$ cat config.mk
export PLATFORM = sky130hd
export DESIGN_NAME = hilo_muldiv_unit
export DESIGN_NICKNAME = d
export VERILOG_FILES = /design/src/rtl/hilo_muldiv_unit.sv
export SDC_FILE = /design/constraint.sdc
export NUM_CORES = 2
export LEC_CHECK = 0
export ABC_AREA = 1
export CAP_MARGIN = 20
export CORE_ASPECT_RATIO = 1.75
export CORE_MARGIN = 2
export CORE_UTILIZATION = 29
export CTS_BUF_LIST = sky130_fd_sc_hd__clkbuf_8 sky130_fd_sc_hd__clkbuf_16
export CTS_CLUSTER_SIZE = 20
export DETAILED_ROUTE_END_ITERATION = 16
export SLEW_MARGIN = 20
export SYNTH_ARGS = -nofsm -noshare
export SYNTH_HDL_FRONTEND = slang
export SYNTH_SLANG_ARGS = --single-unit
export TNS_END_PERCENT = 10
$ cat constraint.sdc
create_clock -name clk -period 20.9 [get_ports clk]
set_clock_uncertainty 0.2 [all_clocks]
set_input_delay 5.225 -clock clk [delete_from_list [all_inputs] [get_ports clk]]
set_output_delay 5.225 -clock clk [all_outputs]
set_load 0.005 [all_outputs]
$ cat src/rtl/hilo_muldiv_unit.sv
// HI/LO multiply/divide unit for the EX stage.
// One-cycle multiply, 32-step restoring divide, mthi/mtlo/mfhi/mflo access.
module hilo_muldiv_unit #(
  parameter int WIDTH = 32
) (
  input  logic             clk,
  input  logic             rst,
  input  logic             start,
  input  logic             op_div,
  input  logic             do_unsigned,
  input  logic [WIDTH-1:0] op_a,
  input  logic [WIDTH-1:0] op_b,
  input  logic             reg_write,
  input  logic             reg_sel,
  input  logic [WIDTH-1:0] wdata,
  output logic             busy,
  output logic             done,
  output logic [WIDTH-1:0] hi,
  output logic [WIDTH-1:0] lo,
  output logic [WIDTH-1:0] rdata
);

  localparam int CW = $clog2(WIDTH);
  localparam logic [CW-1:0] LAST = CW'(WIDTH - 1);

  typedef enum logic [1:0] {
    IDLE,
    MUL,
    DIV,
    FIX
  } state_t;

  state_t state;

  logic [WIDTH-1:0] a_q;
  logic [WIDTH-1:0] b_q;
  logic             uns_q;
  logic [WIDTH-1:0] quot;
  logic [WIDTH-1:0] rem;
  logic [WIDTH-1:0] dvsr;
  logic             sign_q;
  logic             sign_r;
  logic [CW-1:0]    cnt;

  logic             sa;
  logic             sb;
  logic [WIDTH-1:0] mag_a;
  logic [WIDTH-1:0] mag_b;

  logic [2*WIDTH-1:0] ext_a;
  logic [2*WIDTH-1:0] ext_b;
  logic [2*WIDTH-1:0] prod;

  logic [WIDTH:0]   rem_sh;
  logic [WIDTH:0]   rem_sub;
  logic             ge;
  logic [WIDTH-1:0] rem_nxt;
  logic [WIDTH-1:0] quot_nxt;

  assign busy  = (state != IDLE);
  assign rdata = reg_sel ? lo : hi;

  assign sa    = !do_unsigned && op_a[WIDTH-1];
  assign sb    = !do_unsigned && op_b[WIDTH-1];
  assign mag_a = sa ? -op_a : op_a;
  assign mag_b = sb ? -op_b : op_b;

  // Low 2W bits of the extended product are exact for both signednesses.
  assign ext_a = uns_q ? {{WIDTH{1'b0}}, a_q}
                       : {{WIDTH{a_q[WIDTH-1]}}, a_q};
  assign ext_b = uns_q ? {{WIDTH{1'b0}}, b_q}
                       : {{WIDTH{b_q[WIDTH-1]}}, b_q};
  assign prod  = ext_a * ext_b;

  // Extra bit keeps the shifted remainder exact for divisors >= 2^(W-1).
  assign rem_sh   = {rem, quot[WIDTH-1]};
  assign rem_sub  = rem_sh - {1'b0, dvsr};
  assign ge       = !rem_sub[WIDTH];
  assign rem_nxt  = ge ? rem_sub[WIDTH-1:0] : rem_sh[WIDTH-1:0];
  assign quot_nxt = {quot[WIDTH-2:0], ge};

  always_ff @(posedge clk or posedge rst) begin
    if (rst) begin
      state  <= IDLE;
      hi     <= '0;
      lo     <= '0;
      done   <= 1'b0;
      cnt    <= '0;
      a_q    <= '0;
      b_q    <= '0;
      uns_q  <= 1'b0;
      quot   <= '0;
      rem    <= '0;
      dvsr   <= '0;
      sign_q <= 1'b0;
      sign_r <= 1'b0;
    end else begin
      done <= 1'b0;
      unique case (state)
        IDLE: begin
          if (start) begin
            if (!op_div) begin
              a_q   <= op_a;
              b_q   <= op_b;
              uns_q <= do_unsigned;
              done  <= 1'b1;
              state <= MUL;
            end else if (op_b != '0) begin
              quot   <= mag_a;
              dvsr   <= mag_b;
              rem    <= '0;
              sign_q <= sa ^ sb;
              sign_r <= sa;
              cnt    <= '0;
              state  <= DIV;
            end else begin
              quot   <= '1;
              rem    <= op_a;
              sign_q <= 1'b0;
              sign_r <= 1'b0;
              done   <= 1'b1;
              state  <= FIX;
            end
          end else if (reg_write) begin
            if (reg_sel) lo <= wdata;
            else         hi <= wdata;
          end
        end
        MUL: begin
          {hi, lo} <= prod;
          state    <= IDLE;
        end
        DIV: begin
          rem  <= rem_nxt;
          quot <= quot_nxt;
          cnt  <= cnt + 1'b1;
          if (cnt == LAST) begin
            done  <= 1'b1;
            state <= FIX;
          end
        end
        FIX: begin
          lo    <= sign_q ? -quot : quot;
          hi    <= sign_r ? -rem : rem;
          state <= IDLE;
        end
        default: state <= IDLE;
      endcase
    end
  end

endmodule

=== Word level (Yosys, flattened, before mapping) ===
Cells that the tools add are included.
Widths: inputs -> output; s select.

* Flip-flop bits (word level): 235
* Input port bits: 103
* Logic and storage cells: 92

* $add $sub $neg: 6
* Multipliers: 1
* Eq/ne operators: 12
* Multiplexer cells: 40
* Bitwise logic cells: 2
* Reductions and logical operators: 18

{| class="wikitable"
|+ Operators by type and width
! kind !! number
|-
| $mux 32 || 18
|-
| $pmux 32 s3 || 2
|-
| $mux 64 || 2
|-
| $neg 32->32 || 4
|-
| $pmux 32 s2 || 2
|-
| $mul 64x64->64 || 1
|-
| $sub 33x32->33 || 1
|-
| $reduce_bool 32->1 || 1
|-
| $ne 2x2->1 const B || 8
|-
| $reduce_and 4->1 || 4
|-
| $mux 5 || 3
|-
| $pmux 5 s2 || 1
|-
| $reduce_and 3->1 || 3
|-
| $mux 1 || 7
|-
| $mux 2 || 3
|-
| $pmux 2 s3 || 1
|-
| $add 5x1->5 const B || 1
|-
| $eq 5x5->1 const B || 1
|-
| $eq 2x2->1 const B || 2
|-
| $reduce_bool 2->1 || 2
|-
| $reduce_bool 3->1 || 1
|-
| $eq 2x1->1 const B || 1
|-
| $logic_and 1x1->1 || 2
|-
| $logic_not 1->1 || 2
|-
| other kinds (6) || 6
|}

=== Longest topological paths before layout ===
* Word-level depth: 7
* Mapped depth: 43

=== Worst setup path before layout ===
No wires, ideal clock.

* Path kind: input to output
* From: input port reg_sel
* To: output port rdata[10]
* Arrival: 5987 ps
* Required time: 15475 ps
* Slack: 9488 ps
* Stages: 4
* Path through: buf_1 > clkbuf_1 > nand2_1 > o21ai_0

* Word-level cells in the longest chain between the ends: 1

{| class="wikitable"
|+ RTL lines
! element !! line !! source
|-
| start, declared || 14 || <nowiki>input logic reg_sel,</nowiki>
|-
| $mux 32 || 61 || <nowiki>assign rdata = reg_sel ? lo : hi;</nowiki>
|-
| end, declared || 20 || <nowiki>output logic [WIDTH-1:0] rdata</nowiki>
|}

No other way between the ends.

=== Worst setup path in the final report ===
* From: input port reg_sel
* To: output port rdata[21]

Same word-level chain as after synthesis.

==> metrics.md <==
| Metric | Value |
|---|---|
| Vias in the first global route | `~61000` |
| Crit path time final | `12150 ps` |
| Crit-path max cell delay | `between 600 and 700 ps` |
| Initial cell density of the core | `29.1%` |
| First-pass DRT Iterations | `6` |
| Final hold vios | `0` |
| Final setup violation count | `0` |
| Hold path cells | `2` |
| Post-CTS setup buffer count | `0` |
| Clock sinks | `around 240` |
| Sequential share of the synthesized area | `8.89%` |
| Post-route ant nets | `0` |
| Nets | `slightly above 10000` |
| CTS H-Tree Depth | `1` |
| Layout cell share with drive strength beyond 1 | `2.93%` |
| Core box area | `0.228 mm2` |
| Final critical-path share of the clock period | `just under 60%` |
| Vias/cell | `approximately 4.8` |
| Kind of critical path | `in -> out` |
| Vias | `roughly 56000` |
| Worst Path Max Fanout | `50` |
| Rel. slew slack | `~24%` |
| Final wirelength | `approximately 260000 um` |
| Synth area leader | `fa_1` |
| # DRC | `0` |
| GRT busiest layer | `met2` |
| CTS Buf Count | `25` |
| Post-synth EDFFs | `0` |
| WHS Endpoint | `b_q[16]` |
| #FFs+latches synth | `between 200 and 250` |
| Outcome | `finished, final reports clean` |
| Global-route wire length before repair | `about 380000 um` |
| Critical path, cell by cell | `buf_2, mux2_2, clkdlybuf4s50_1` |
| Slowest-stage cell, CP | `buf_2` |
| Met1 usage | `between 20 and 25%` |
| Hold Buf Count CTS | `0` |
| Reg2Reg Depth | `34` |
| Fill count | `24700` |
| Clk slew on worst S/H paths | `about 70 ps` |
| Hold crit path type | `reg -> reg` |
| R2R setup slack | `~10000 ps` |
| Routed length per instance | `22.1 um` |
| Die Area | `0.232 mm2` |
| Met3 Track Usage GR | `under 10%` |
| Worst Min Path Start | `b_q[16]` |
| Latest clock arrival within the worst-skew pair | `slightly below 600 ps` |
| Most common cell in the netlist | `inv_1` |
| R2r startpoint | `uns_q` |
| Post-synth ARST share | `100%` |
| RePlAce Congestion | `1.01` |
| Synth Instances | `~8500` |
| Synth cell types | `around 60` |
| Worst Max-Slew Pin Slew | `about 1100 ps` |
| Top cells by area, synth | `fa_1 43%, inv_1 15%, nand2_1 10%` |
| Root Buffer | `clkbuf_16` |
| Synth Cell Area | `~0.066 mm2` |
| RSZ-0062 raised after global routing | `false` |
| Die extent in x | `around 370 um` |
| Antenna violations before repair | `5` |
| Largest net degree at the start of global routing | `around 120` |
| Worst EP required | `roughly 15000 ps` |
| Gr usage total | `roughly 22%` |
| Arrival @ worst endpoint | `6720 ps` |
| Bufs and invs on worst path | `2` |
| Delay-heaviest family, CP | `buffers and inverters` |
| Setup TNS | `0 ps` |
| Number of I/O pins | `between 200 and 250` |
| Buffers on Ports | `200` |
| Setup crit start kind | `input pin` |
| Yosys warning total | `0` |
| M2 GR Usage | `between 40% and 50%` |
| Cts repair resizes | `0` |
| Syn avg cell area | `~7.7 um2` |
| Die Span Y | `about 640 um` |
| Crit end category | `primary output` |
| Maxcap violations | `0` |
| Share of the synthesized area in the top cell type | `around 43%` |
| Top FF cell, synth | `dfrtp_1` |
| CTS tree | `yes` |
| Maximum clock insertion buffer count | `3` |
| HPWL Detailed | `~210000 um` |
| Post-Syn Nets | `~10000` |
| Row count | `232` |
| Iteration-0 DRC Markers | `3965` |
| Highest Clock Rate | `82.3 MHz` |
| Total global routing overflow | `0` |
| Area grow syn2layout | `9.15%` |
| Max Slew Vio Count | `0` |
| Reg-to-Reg End | `hi[30]` |
| Post-synth top cells | `2584 x inv_1, 1780 x nand2_1, 1420 x fa_1, 477 x nor2_1, 346 x ha_1` |
tightest hold or removal path: stages, from the launching register on:
cell and delay (ps):
dfrtp_1 340, nand2_1 60, nand2_1 50
logic make-up (layout without fill, tap and decap cells):
| kind of cell | Yosys count | after routing | synth area share (%) |
|---|---|---|---|
| muxes | 18 | 18 | 0.306 |
| AOI/OAI and AO/OA | 810 | 810 | 6.95 |
| DFF | 235 | 235 | 8.89 |
| xor gates and xnor gates | 87 | 87 | 1.15 |
| adders and majority gates | 1766 | 1766 | 49.5 |
| and+or+nand+nor | 2678 | 2678 | 16.3 |
| other | 0 | 7 | 0 |
| buffers and inverters | 2954 | 2938 | 16.9 |
layer usage:
| layer | routed length [um] | share of wire [%] | vias to the layer above |
|---|---|---|---|
| li1 | - | - | 24600 |
| met3 | 14200 | 5.6 | 1040 |
| met1 | 82500 | 32 | 28000 |
| met4 | 27400 | 11 | 0 |
| met5 | 0 | 0 | - |
| met2 | 132000 | 52 | 2360 |
registers in the layout (all words and copies together) (netlist names):
register	count
b_q	32
hi	32
a_q	32
dvsr	32
cnt	5
done	1
sign_q	1
lo	32
quot	32
uns_q	1
sign_r	1
rem	32
state	2
worst max path at each step:
stage                     startpoint  slack [ps]   endpoint  cells past startpoint
after global routing         reg_sel        8650  rdata[20]                      3
after detailed placement     reg_sel        8760  rdata[22]                      3
after floorplan                  rst        9030     a_q[0]                      1
after CTS                    reg_sel        8750  rdata[18]                      3
after global placement       reg_sel        8780  rdata[21]                      3
final                        reg_sel        8750  rdata[21]                      3
stage by stage:
step | util [%] | area, um2 | std cells | hold slack [ps] | setup slack, ps
6_report | 31.7 | 72200 | 11600 | 273 | 8750
5_1_grt | 31.7 | 72200 | 11600 | 294 | 8650
4_1_cts | 31.7 | 72200 | 11600 | 277 | 8750
3_5_place_dp | 31.3 | 71300 | 11500 | 260 | 8760
3_3_place_gp | 31.3 | 71300 | 11500 | 255 | 8780
2_1_floorplan | - | 66200 | 8548 | 248 | 9030
placed cells by master (no fill, tap or decap), types with 13 or more instances in the layout:
master	n
clkdlybuf4s50_1	199
o21ai_1	14
ha_1	346
mux2_2	18
dfrtp_1	227
a21oi_1	287
nand4_1	43
xnor2_1	27
inv_1	2587
nor2_1	476
nand2_1	1777
nand2_2	13
buf_4	99
o22ai_1	27
o211ai_1	51
nand3b_1	13
a41oi_1	13
fa_1	1420
nor4_1	17
xor2_1	60
o21ai_0	290
or2_2	24
nor3_1	45
o21bai_1	18
a22oi_1	16
a31oi_1	25
o21ai_2	18
nand3_1	249
clkbuf_16	25
final cells by class:
type | count | area [um2] | share of cell area (%)
diodes | 7 | 17.5 | 0.0242
flip-flops and latches | 235 | 5890 | 8.15
inverters | 2593 | 9750 | 13.5
well taps | 3042 | 3810 | 5.27
clock inverters | 17 | 184 | 0.255
clock buffers | 29 | 681 | 0.942
multi-input cells | 5359 | 49200 | 68.1
repair buffers | 299 | 2740 | 3.79
Power is left out: the tool's default activity adds up to more than one toggle a clock period on the data nets, which glitch-free logic cannot reach.
